<file path="config.mk">
export PLATFORM = sky130hd
export DESIGN_NAME = hermes_rx_stamp_fifo_flat
export DESIGN_NICKNAME = d
export VERILOG_FILES = /design/src/rtl/hermes_rx_stamp_fifo_if.sv /design/src/rtl/hermes_rx_stamp_fifo.sv /design/src/flat_wrapper.sv
export SDC_FILE = /design/constraint.sdc
export NUM_CORES = 1
export LEC_CHECK = 0
export CAP_MARGIN = 20
export CELL_PAD_IN_SITES_DETAIL_PLACEMENT = 1
export CELL_PAD_IN_SITES_GLOBAL_PLACEMENT = 2
export CORE_MARGIN = 8
export CORE_UTILIZATION = 40
export DETAILED_ROUTE_END_ITERATION = 6
export PLACE_DENSITY_LB_ADDON = 0.1
export SYNTH_ARGS = -nofsm -noshare
export SYNTH_HDL_FRONTEND = slang
export SYNTH_SLANG_ARGS = --single-unit
</file>
<file path="constraint.sdc">
create_clock -name clk_i -period 4.6 [get_ports clk_i]
set_clock_uncertainty 0.1 [all_clocks]
set_input_delay 0.92 -clock clk_i [delete_from_list [all_inputs] [get_ports clk_i]]
set_output_delay 0.92 -clock clk_i [all_outputs]
set_load 0.02 [all_outputs]
</file>
<file path="src/rtl/hermes_rx_stamp_fifo_if.sv">
// ----------------------------------------------------------------------------
// hermes_rx_stamp_fifo_if
//   Bundles the Hermes receive handshake, the downstream flit handshake and the
//   timestamp queue handshake of hermes_rx_stamp_fifo.
//
//   master : router + downstream consumer side (drives rx/data/ack/pop/tick)
//   slave  : the stamp FIFO itself
//
//   Signals
//     tick_counter_i  free-running system tick
//     rx_i/eop_i/data_i, credit_o        router -> block flit handshake
//     tx_o/eop_o/data_o, ack_i           block -> consumer flit handshake
//     ts_valid_o/ts_o/ts_head_o, ts_pop_i  per-packet timestamp queue
//     pkt_count_o                        stamped packets queued
// ----------------------------------------------------------------------------
interface hermes_rx_stamp_fifo_if #(
    parameter int FLIT_SIZE = 32,
    parameter int PKT_DEPTH = 4
);
    localparam int CW = $clog2(PKT_DEPTH) + 1;

    logic [31:0]          tick_counter_i;
    logic                 rx_i;
    logic                 eop_i;
    logic                 credit_o;
    logic [FLIT_SIZE-1:0] data_i;
    logic                 tx_o;
    logic                 eop_o;
    logic                 ack_i;
    logic [FLIT_SIZE-1:0] data_o;
    logic                 ts_valid_o;
    logic [31:0]          ts_o;
    logic                 ts_pop_i;
    logic [31:0]          ts_head_o;
    logic [CW-1:0]        pkt_count_o;

    modport master (
        output tick_counter_i, rx_i, eop_i, data_i, ack_i, ts_pop_i,
        input  credit_o, tx_o, eop_o, data_o, ts_valid_o, ts_o, ts_head_o,
               pkt_count_o
    );

    modport slave (
        input  tick_counter_i, rx_i, eop_i, data_i, ack_i, ts_pop_i,
        output credit_o, tx_o, eop_o, data_o, ts_valid_o, ts_o, ts_head_o,
               pkt_count_o
    );
endinterface

</file>
<file path="src/rtl/hermes_rx_stamp_fifo.sv">
// ----------------------------------------------------------------------------
// hermes_rx_stamp_fifo
//   Receive buffer between the Hermes router local output and the DMNI Hermes
//   input. Flits are queued in a BUFFER_SIZE-deep FIFO; every accepted EOP flit
//   also pushes the current tick into a PKT_DEPTH-deep timestamp queue. The
//   consumer pops one timestamp per packet once it is done with that packet.
//
//   Optional feature (macro HERMES_RX_STAMP_HEAD_EN): a second queue holds the
//   tick of each packet's first flit, committed alongside the EOP stamp and
//   presented on ts_head_o. Without the macro ts_head_o is tied to zero.
//
//   Ports
//     clk_i  clock
//     rst_i  asynchronous reset, active high
//     bus    hermes_rx_stamp_fifo_if.slave (flit + timestamp handshakes)
//
//   BUFFER_SIZE and PKT_DEPTH must be powers of two, >= 2, so pointers wrap
//   naturally; counts are one bit wider than pointers.
// ----------------------------------------------------------------------------
module hermes_rx_stamp_fifo #(
    parameter int FLIT_SIZE   = 32,
    parameter int BUFFER_SIZE = 16,
    parameter int PKT_DEPTH   = 4
) (
    input  logic                   clk_i,
    input  logic                   rst_i,
    hermes_rx_stamp_fifo_if.slave  bus
);
    localparam int FW = $clog2(BUFFER_SIZE);
    localparam int PW = $clog2(PKT_DEPTH);

    localparam logic [FW:0] FLIT_FULL = (FW+1)'(BUFFER_SIZE);
    localparam logic [PW:0] PKT_FULL  = (PW+1)'(PKT_DEPTH);

    typedef struct packed {
        logic                 eop;
        logic [FLIT_SIZE-1:0] data;
    } flit_t;

    // ------------------------------------------------------------------------
    // Flit FIFO state
    // ------------------------------------------------------------------------
    flit_t         flit_mem [BUFFER_SIZE];
    logic [FW-1:0] wr_ptr;
    logic [FW-1:0] rd_ptr;
    logic [FW:0]   flit_count;

    // ------------------------------------------------------------------------
    // Timestamp queue state
    // ------------------------------------------------------------------------
    logic [31:0]   ts_mem [PKT_DEPTH];
    logic [PW-1:0] ts_wr_ptr;
    logic [PW-1:0] ts_rd_ptr;
    logic [PW:0]   ts_count;

    logic credit;
    logic tx;
    logic ts_valid;
    logic accept;
    logic pop;
    logic ts_push;
    logic ts_pop;

    // A full stamp queue holds off every flit, even mid-packet: we would have
    // nowhere to put the next EOP stamp and checking per-flit is not worth it.
    assign credit   = (flit_count != FLIT_FULL) && (ts_count != PKT_FULL);
    assign tx       = (flit_count != '0);
    assign ts_valid = (ts_count != '0);

    assign accept  = bus.rx_i && credit;
    assign pop     = tx && bus.ack_i;
    assign ts_push = accept && bus.eop_i;
    assign ts_pop  = ts_valid && bus.ts_pop_i;

    // ------------------------------------------------------------------------
    // Flit storage (no reset needed: outputs are gated by tx)
    // ------------------------------------------------------------------------
    always_ff @(posedge clk_i) begin
        if (accept) begin
            flit_mem[wr_ptr] <= '{eop: bus.eop_i, data: bus.data_i};
        end
    end

    always_ff @(posedge clk_i or posedge rst_i) begin
        if (rst_i) begin
            wr_ptr     <= '0;
            rd_ptr     <= '0;
            flit_count <= '0;
        end else begin
            if (accept) wr_ptr <= wr_ptr + 1'b1;
            if (pop)    rd_ptr <= rd_ptr + 1'b1;
            case ({accept, pop})
                2'b10:   flit_count <= flit_count + 1'b1;
                2'b01:   flit_count <= flit_count - 1'b1;
                default: flit_count <= flit_count;
            endcase
        end
    end

    // ------------------------------------------------------------------------
    // EOP timestamp queue
    // ------------------------------------------------------------------------
    always_ff @(posedge clk_i) begin
        if (ts_push) begin
            ts_mem[ts_wr_ptr] <= bus.tick_counter_i;
        end
    end

    always_ff @(posedge clk_i or posedge rst_i) begin
        if (rst_i) begin
            ts_wr_ptr <= '0;
            ts_rd_ptr <= '0;
            ts_count  <= '0;
        end else begin
            if (ts_push) ts_wr_ptr <= ts_wr_ptr + 1'b1;
            if (ts_pop)  ts_rd_ptr <= ts_rd_ptr + 1'b1;
            case ({ts_push, ts_pop})
                2'b10:   ts_count <= ts_count + 1'b1;
                2'b01:   ts_count <= ts_count - 1'b1;
                default: ts_count <= ts_count;
            endcase
        end
    end

    // ------------------------------------------------------------------------
    // Optional header-arrival queue
    // ------------------------------------------------------------------------
`ifdef HERMES_RX_STAMP_HEAD_EN
    logic [31:0] head_mem [PKT_DEPTH];
    logic        in_packet;
    logic [31:0] head_tick;
    logic [31:0] head_stamp;

    // A packet whose first accepted flit is also its EOP never sets
    // in_packet, so it takes the live tick and both queues get the same value.
    assign head_stamp = in_packet ? head_tick : bus.tick_counter_i;

    always_ff @(posedge clk_i or posedge rst_i) begin
        if (rst_i) begin
            in_packet <= 1'b0;
            head_tick <= '0;
        end else if (accept) begin
            if (!in_packet) head_tick <= bus.tick_counter_i;
            in_packet <= !bus.eop_i;
        end
    end

    // The head tick is only committed with the EOP stamp, so an incomplete
    // packet never occupies a slot and the two queues stay index-aligned.
    always_ff @(posedge clk_i) begin
        if (ts_push) begin
            head_mem[ts_wr_ptr] <= head_stamp;
        end
    end

    assign bus.ts_head_o = ts_valid ? head_mem[ts_rd_ptr] : 32'h0;
`else
    assign bus.ts_head_o = 32'h0;
`endif

    // ------------------------------------------------------------------------
    // Outputs
    // ------------------------------------------------------------------------
    flit_t head_flit;

    always_comb begin
        head_flit = '0;
        if (tx) head_flit = flit_mem[rd_ptr];
    end

    assign bus.credit_o    = credit;
    assign bus.tx_o        = tx;
    assign bus.eop_o       = head_flit.eop;
    assign bus.data_o      = head_flit.data;
    assign bus.ts_valid_o  = ts_valid;
    assign bus.ts_o        = ts_valid ? ts_mem[ts_rd_ptr] : 32'h0;
    assign bus.pkt_count_o = ts_count;

endmodule

</file>
<file path="src/flat_wrapper.sv">
// flat-port wrapper written by rule: the top's interface ports become plain ports
module hermes_rx_stamp_fifo_flat 
#(
    parameter int FLIT_SIZE   = 32,
    parameter int BUFFER_SIZE = 16,
    parameter int PKT_DEPTH   = 4
)
  (clk_i, rst_i, bus_tick_counter_i, bus_rx_i, bus_eop_i, bus_data_i, bus_ack_i, bus_ts_pop_i, bus_credit_o, bus_tx_o, bus_eop_o, bus_data_o, bus_ts_valid_o, bus_ts_o, bus_ts_head_o, bus_pkt_count_o);
  hermes_rx_stamp_fifo_if #(.FLIT_SIZE(FLIT_SIZE), .PKT_DEPTH(PKT_DEPTH)) bus_i ();
  input  logic clk_i;
  input  logic rst_i;
  input wire logic [$bits(bus_i.tick_counter_i)-1:0] bus_tick_counter_i;
  input wire logic [$bits(bus_i.rx_i)-1:0] bus_rx_i;
  input wire logic [$bits(bus_i.eop_i)-1:0] bus_eop_i;
  input wire logic [$bits(bus_i.data_i)-1:0] bus_data_i;
  input wire logic [$bits(bus_i.ack_i)-1:0] bus_ack_i;
  input wire logic [$bits(bus_i.ts_pop_i)-1:0] bus_ts_pop_i;
  output wire logic [$bits(bus_i.credit_o)-1:0] bus_credit_o;
  output wire logic [$bits(bus_i.tx_o)-1:0] bus_tx_o;
  output wire logic [$bits(bus_i.eop_o)-1:0] bus_eop_o;
  output wire logic [$bits(bus_i.data_o)-1:0] bus_data_o;
  output wire logic [$bits(bus_i.ts_valid_o)-1:0] bus_ts_valid_o;
  output wire logic [$bits(bus_i.ts_o)-1:0] bus_ts_o;
  output wire logic [$bits(bus_i.ts_head_o)-1:0] bus_ts_head_o;
  output wire logic [$bits(bus_i.pkt_count_o)-1:0] bus_pkt_count_o;
  assign bus_i.tick_counter_i = bus_tick_counter_i;
  assign bus_i.rx_i = bus_rx_i;
  assign bus_i.eop_i = bus_eop_i;
  assign bus_i.data_i = bus_data_i;
  assign bus_i.ack_i = bus_ack_i;
  assign bus_i.ts_pop_i = bus_ts_pop_i;
  assign bus_credit_o = bus_i.credit_o;
  assign bus_tx_o = bus_i.tx_o;
  assign bus_eop_o = bus_i.eop_o;
  assign bus_data_o = bus_i.data_o;
  assign bus_ts_valid_o = bus_i.ts_valid_o;
  assign bus_ts_o = bus_i.ts_o;
  assign bus_ts_head_o = bus_i.ts_head_o;
  assign bus_pkt_count_o = bus_i.pkt_count_o;
  hermes_rx_stamp_fifo #(.FLIT_SIZE(FLIT_SIZE), .BUFFER_SIZE(BUFFER_SIZE), .PKT_DEPTH(PKT_DEPTH)) u_core (.clk_i(clk_i), .rst_i(rst_i), .bus(bus_i));
endmodule
</file>
* Yosys cells after proc, flatten, opt, wreduce, memory -nomap -nowiden *
Memories as Yosys holds them, arrays and structs flattened.
Cells that the tools add are included.

word-level totals
  flip-flop bits (word level) = 20
  RAM bits = 656
  input bits = 70
  output and inout bits = 103
  word-level logic and storage cells = 39
  memories kept = 2

cells by class
  add/subtract/negate cells = 8
  equality and inequality tests = 6
  muxes and demuxes = 8
  reduce and logical (&&, ||, !) cells = 9

memories
  name             words  width  rd ports  clocked after memory_dff  write ports  line                        text
  u_core.flit_mem  16     33     1         0                         1            hermes_rx_stamp_fifo.sv:43  flit_t flit_mem [BUFFER_SIZE];
  u_core.ts_mem    4      32     1         0                         1            hermes_rx_stamp_fifo.sv:51  logic [31:0] ts_mem [PKT_DEPTH];

operator list
  kind                                                                 count
  33-bit two-way mux                                                   1
  32-bit two-way mux                                                   1
  5-bit case mux with 2 select lines                                   1
  4-bit by 1-bit adder with 4-bit output (second input constant)       2
  3-bit case mux with 2 select lines                                   1
  5-bit by 1-bit adder with 5-bit output (second input constant)       1
  1-bit logical AND                                                    5
  5-bit inequality test (second input constant)                        1
  5-bit nonzero test                                                   1
  5-bit by 1-bit subtractor with 5-bit output (second input constant)  1
  2-bit by 1-bit adder with 2-bit output (second input constant)       2
  2-bit by 1-bit == test with 1-bit output (second input constant)     2
  2-bit == test (second input constant)                                2
  1-bit two-way mux                                                    4
  2-bit nonzero test                                                   2
  3-bit by 1-bit adder with 3-bit output (second input constant)       1
  3-bit inequality test (second input constant)                        1
  3-bit nonzero test                                                   1
  3-bit by 1-bit subtractor with 3-bit output (second input constant)  1

* Logic depth before layout (Yosys ltp) *
  word-level depth = 6
  mapped depth = 13
  mapped depth without buffers = 11

* Worst setup path after synthesis *
Ideal clock, no wire load.

  path kind = in2reg
  start = input bus_rx_i
  end = memory u_core.flit_mem[10][0] in the netlist's numbering (enable)
  data arrival time = 3558 ps
  data required time = 4036 ps
  slack = 478 ps
  stages = 4
  buffers on the path = 1
  path through = o211a_1 -> inv_2 -> buf_6 -> nor3_1

on the way
  longest elaborated chain between the ends = 3

ends and longest elaborated chain
  item                                     line                        text
  from (decl)                              flat_wrapper.sv:13          input wire logic [$bits(bus_i.rx_i)-1:0] bus_rx_i;
  1-bit logical AND                        hermes_rx_stamp_fifo.sv:70  assign accept = bus.rx_i && credit;
  1-bit two-way mux                        hermes_rx_stamp_fifo.sv:79  if (accept) begin
  1-bit two-way mux (not written as such)  hermes_rx_stamp_fifo.sv:80  flit_mem[wr_ptr] <= '{eop: bus.eop_i, data: bus.data_i};
  to (decl)                                hermes_rx_stamp_fifo.sv:43

No other way between the ends.

* Final worst setup path *
  start = register u_core.rd_ptr[1]
  end = output bus_data_o[22]

on the way
  longest elaborated chain between the ends = 2

ends and longest elaborated chain
  item                     line                         text
  from (decl)              hermes_rx_stamp_fifo.sv:45   logic [FW-1:0] rd_ptr;
  from (signal assigned)   hermes_rx_stamp_fifo.sv:91   if (pop) rd_ptr <= rd_ptr + 1'b1;
  memory read 16 x 33 bit  -
  33-bit two-way mux       hermes_rx_stamp_fifo.sv:168  if (tx) head_flit = flit_mem[rd_ptr];
  to (decl)                flat_wrapper.sv:21           output wire logic [$bits(bus_i.data_o)-1:0] bus_data_o;

No other way between the ends.

==> metrics.csv <==
stage,metric,value,unit
outcome,outcome,"complete, no violations",
timing,hold_viol_final,0,
cts,cts.sinks,676,
synth,synthFlopType,edfxtp_1,
timing,tightest_slew,0.871,ns
placement,post-dp-hpwl,35.9,mm
route,drt_first_pass_iters,5,
synth,ys_ff_latch,676,
cts,root_buffer,clkbuf_16,
critical_path,reg2reg_from,u_core.flit_count[1],
power_and_ir_drop,p_comb_share,34.4,%
timing,drv_slew,0,
critical_path,crit_type,flop to output pin,
power_and_ir_drop,switching_share,32.4,%
timing,fin_tns_setup,0,ns
die,die_h,273,um
synth,synth_top_cell_area_share,74.5,%
grt,antenna_found_initial,5,
power_and_ir_drop,intPower,13.7,mW
cts,htreeDepth,3,
synth,yosysSeqAreaShare,76.4,%
power_and_ir_drop,p_per_area,645,nW/um2
route,vias,13017,
synth,yosysMostFrequentCell,edfxtp_1,
layout,final_core_util,47.8,%
route,drt-initial-drc-count,770,
route,drc,0,
timing,rsz0062_at_grt,no,
synth,netlist_instances,1337,
cts,clock_path_buffers,3,
grt,overflow,0,
route,viasPerCell,5.31,
synth,synthTopCellsByCount,"edfxtp_1, mux2i_1, a22oi_1, mux4_2, nand2_1",
job,max-cap-violations,0,
layout,drive_gt1_share,17.4,%
synth,syn_area,26400,um2
die,rows,94,
layout,fin_cells,2450,
critical_path,crit_arrival,3.31,ns
worst_hold_path,hold_start,u_core.bus.pkt_count_o[2],
synth,synth_area_leaders,"edfxtp_1, mux4_2, mux2i_1",
critical_path,worstPathRequired,3.58,ns
die,die_w,273,um
grt,grt_start_max_net_pins,73,
synth,synth_area_leader_cell,edfxtp_1,
power_and_ir_drop,seqPwrFrac,38.7,%
timing,whs,0.427,ns
placement,gp_congestion,0.690,
grt,grt_pass1_vias,14299,
cts,clk_pin_slew,0.06,ns
critical_path,worstSetupEndpointType,output pin,
synth,synth.distinct_cells,47,
placement,port_buffers,140,
timing,final.min_clock_period,4.33,ns
synth,yosys_warnings,0,
placement,placed_cells,2315,
layout,finalNetCount,1617,
die,start_util,40.3,%
timing,relSlewSlack,41.7,%
die,core,65600,um2
critical_path,startpoint,u_core.rd_ptr[1],
worst_hold_path,hold_class,flop to flop,
critical_path,startpoint_type,flop,
cts,numCtsBuffers,73,
layout,syn_to_final_growth,18.6,%
timing,finalSetupViolations,0,
route,wirelength,62.6,mm
cts,cts_tree,yes,
grt,track_usage,16.6,%
synth,synth-edff-count,656,
grt,grt_pass1_wl,92.7,mm
cts,insertion_delay,0.58,ns
die,dieArea,74600,um2
power_and_ir_drop,netSwitchingPower,6.56,mW
power_and_ir_drop,peakVddDrop,0.437,mV
synth,syn_area_per_cell,19.8,um2
critical_path,worstPathMaxFanout,27,
power_and_ir_drop,clkPwrFrac,26.8,%
die,io_pins,173,
timing,max_clock_freq,231,MHz
timing,finalCritPeriodShare,94.2,%
route,postRouteAntennaNets,0,
synth,async_flop_share,2.96,%
route,wl_per_cell,25.6,um
power_and_ir_drop,leakagePower,10.4,nW
==> sequential cells by signal, indices dropped and copies added, names as in the netlist <==
| register | count |
|---|---|
| u_core.bus.pkt_count_o | 3 |
| u_core.flit_count | 5 |
| u_core.flit_mem | 528 |
| u_core.rd_ptr | 4 |
| u_core.ts_mem | 128 |
| u_core.ts_rd_ptr | 2 |
| u_core.ts_wr_ptr | 2 |
| u_core.wr_ptr | 4 |
==> power groups by stage <==
stage / clock [mW] / sequential [mW] / combinational [mW]
floorplan: 0 / 7.72 / 4.33
global placement: 0 / 7.97 / 6.99
detailed placement: 0 / 8.01 / 7.01
CTS: 5.62 / 7.88 / 7.06
global route: 5.82 / 7.90 / 7.52
finish: 5.43 / 7.83 / 6.97
==> per-stage QoR <==
stage                     setup slack, ns  instance area [um2]  power, mW
final                               0.267                31300       20.2
after floorplan                     0.478                26600       12.1
after global placement              0.553                29100       15.0
after detailed placement            0.568                29100       15.0
after global routing                0.102                31300       21.2
after CTS                          0.0113                31300       20.6
==> kinds of logic (layout without fill, tap and decap cells) <==
kind of cell,Yosys count,count (layout),share of synthesized area [%]
flops,676,676,76.4
mux,234,234,13.5
compound gates,143,143,3.70
simple gates,133,134,2.67
buf+inv,118,334,2.40
xor+xnor,17,17,0.563
fa+ha+maj,15,15,0.738
other cells,1,33,0.0142
==> repair_timing <==
| action | in CTS | in global routing |
|---|---|---|
| hold buffers | 0 | 0 |
| cloned | 0 | 1 |
| pin swaps | 1 | 0 |
| setup endpoints to repair | 13 | 7 |
| resized for setup | 0 | 0 |
| buffers inserted | 2 | 1 |
==> final timing paths <==
kind,end,slack [ns],depth (start not counted)
max,bus_data_o[22],0.27,6
min,u_core.bus.pkt_count_o[2],0.43,1
max reg2reg,u_core.flit_count[4],1.09,10
min reg2reg,u_core.bus.pkt_count_o[2],0.43,1
max in group asynchronous,u_core.rd_ptr[1],3.57,3
min in group asynchronous,u_core.bus.pkt_count_o[2],0.44,2
==> layout by cell type, fill, tap and decap left out, types with 2 or more instances in the layout <==
master and n:
clkdlybuf4s50_1 140, buf_4 39, clkbuf_1 25, clkinv_1 14
nand4_1 2, mux4_2 98, clkbuf_16 75, bufinv_16 3
mux2i_1 134, nor2b_4 2, nor2_4 5, conb_1 32
dfrtp_1 16, nand2_1 47, and3_1 4, inv_6 3
and2_1 34, dfrtp_4 3, xor2_1 4, nand3_1 8
a21oi_4 2, edfxtp_1 656, ha_1 14, buf_12 13
inv_1 12, xnor2_1 13, a22oi_1 99, a21oi_1 2
clkinv_2 6, nor3_2 5, and2_2 9, o21ai_0 34
mux2_2 2, nor2_1 4
==> final cells by class <==
class	instances	area, um2
antenna	1	2.50
clock buffer	100	1970
clock inverter	28	215
fill	6061	34300
inverter	13	48.8
multi-input combinational	575	5840
sequential	676	20200
tap	864	1080
timing repair buffer	193	1980
==> metal layers <==
layer / track usage (%) / share of wire (%) / up-vias
met1: 22.0 / 44 / 6899
met5: 0 / 0 / -
met4: 4.34 / 1.8 / 0
met2: 27.6 / 49 / 300
met3: 3.71 / 5.8 / 84
li1: - / - / 5734
==> critical path: stages (launching register included) <==
cell and delay [ns]:
dfrtp_4 0.67, and2_2 0.48, buf_4 0.27, a22oi_1 0.17, nand2_1 0.08, o21ai_0 0.33, clkdlybuf4s50_1 0.71
(Power assumes the default switching activity.)
==> RTL change: new RTL, same flow settings <==
Build with the macro `HERMES_RX_STAMP_HEAD_EN` defined.
--- a/src/rtl/hermes_rx_stamp_fifo.sv
+++ b/src/rtl/hermes_rx_stamp_fifo.sv
@@ -18,4 +18,6 @@
 //   naturally; counts are one bit wider than pointers.
 // ----------------------------------------------------------------------------
+`define HERMES_RX_STAMP_HEAD_EN
+
 module hermes_rx_stamp_fifo #(
     parameter int FLIT_SIZE   = 32,
Behaviour: not the same (a bounded check fails within 4 cycles, from zero or initial values and one cycle with rst_i high).
==> RTL change against the unedited design <==
Wire length up 24%; synthesized area up 23%; global-route usage is 0.44 points higher; total power grew 31%; setup slack lost 3.1 ps; cell area rose by 25%; sequential cell count increased by 161; critical path depth rose by 1; core utilization grew 0.66 points; clock power rose by 36%; first-iteration DRC count grew 31%; via count grew 24%; largest cell class unchanged.
==> RTL change: results (changes against the unedited design) <==
metric	value	unit	change
critPathArrivalTime	3320	ps	about the same
grt_pass1_wl	116000	um	+25%
ys_seq_elements	837		+24%
post_cts.repair.setup_buffers	0		-2
buffers	232		+20%
drt-wirelength-per-cell	25.4	um	-0.52%
io_buffers	172		+23%
p_switching	8.55	mW	+30%
post-dp-hpwl	44700	um	+24%
stdcell_count	3048		+24%
status	finished clean		
register_area	24900	um^2	+23%
top_regs	u_core.flit_mem: 528 flops, u_core.head_mem: 128 flops, u_core.ts_mem: 128 flops		
multi_input_area_share	18.9	%	+0.31 points
drive_gt1_share	20.3	%	+2.9 points
dpl.cell_count	2879		+24%
nNonClkInverters	12		-1
post_cts_resized	2		+2
fillers	7344		+21%
cp_max_fo	54		+100%
numCtsBuffers	90		+23%
ys_seq_area_share	76.2	%	-0.19 points
synth_edf_count	784		+20%
drtIter0Drc	1009		+31%
grt_use_total	17.0	%	+0.44 points
irDropWorstVdd	0.000333	V	-24%
clock_buffers	118		+18%
clk_share	7.84	%	+0.87 points
multi_input_comb_cells	738		+28%
n_antenna_cell	0		-1
vias	16206		+24%
clk-power	7.38	mW	+36%
antenna_found_initial	0		-5
grt_max_degree	71		-2.7%
nNetsFinal	1996		+23%
synth_fa_ha_area_share	0.598	%	-0.14 points
synth-compound-area-share	3.05	%	-0.65 points
gp_congestion	0.706		+2.3%
timing.reg2reg.setup_slack	1350	ps	+260 ps
signal_buffer_area_fraction	6.02	%	-0.30 points
synthMuxAreaShare	14.2	%	+0.72 points
endpoint	bus_data_o[20]		
maxSlewHeadroom	41.0	%	-0.70 points
-- RTL change: cell count changes in the layout (fill, tap and decap cells not counted), sizes merged, moves of 7 or more --
cell           unedited run  this run
and2                     43        71
mux2                      2        34
clkinv                   21        32
dfrtp                    20        53
nand2                    47       144
clkbuf                  100       118
mux4                     98       130
buf                      53        60
bufinv                    3        11
conb                     32         0
clkdlybuf4s50           140       172
edfxtp                  656       784
-- RTL change: metal layers --
metal / part of all wire, % / GRT usage [%]
met3: 3.9 / 2.79
met2: 49 / 28.8
met1: 45 / 22.8
met5: 0 / 0
met4: 1.8 / 4.54
-- RTL change: metrics by stage --
step	util, %	power, mW	instance area, um^2	setup WS, ps
6_report	48.4	26.5	39100	264
5_1_grt	48.4	27.8	39100	26.6
4_1_cts	48.4	27.0	39100	19.9
3_5_place_dp	44.6	19.5	36000	666
3_3_place_gp	44.6	19.4	36000	678
2_1_floorplan	-	15.6	32600	331
-- RTL change: worst min path at each step --
stage / startpoint / end / slack [ps] / depth (start not counted)
2_1_floorplan: u_core.head_tick[0] / u_core.head_tick[0] / 340 / 2
3_3_place_gp: u_core.head_tick[29] / u_core.head_tick[29] / 350 / 2
3_5_place_dp: u_core.head_tick[16] / u_core.head_tick[16] / 360 / 2
4_1_cts: u_core.head_tick[31] / u_core.head_tick[31] / 370 / 2
5_1_grt: u_core.head_tick[16] / u_core.head_tick[16] / 380 / 2
6_report: u_core.head_tick[5] / u_core.head_tick[5] / 370 / 2
-- RTL change: critical path, cell delays in order (launching register included) --
cell,delay (ps)
dfrtp_4,650
buf_12,380
nor2_4,50
buf_4,230
a22oi_1,300
nand2_1,110
o21ai_1,270
clkdlybuf4s50_1,680
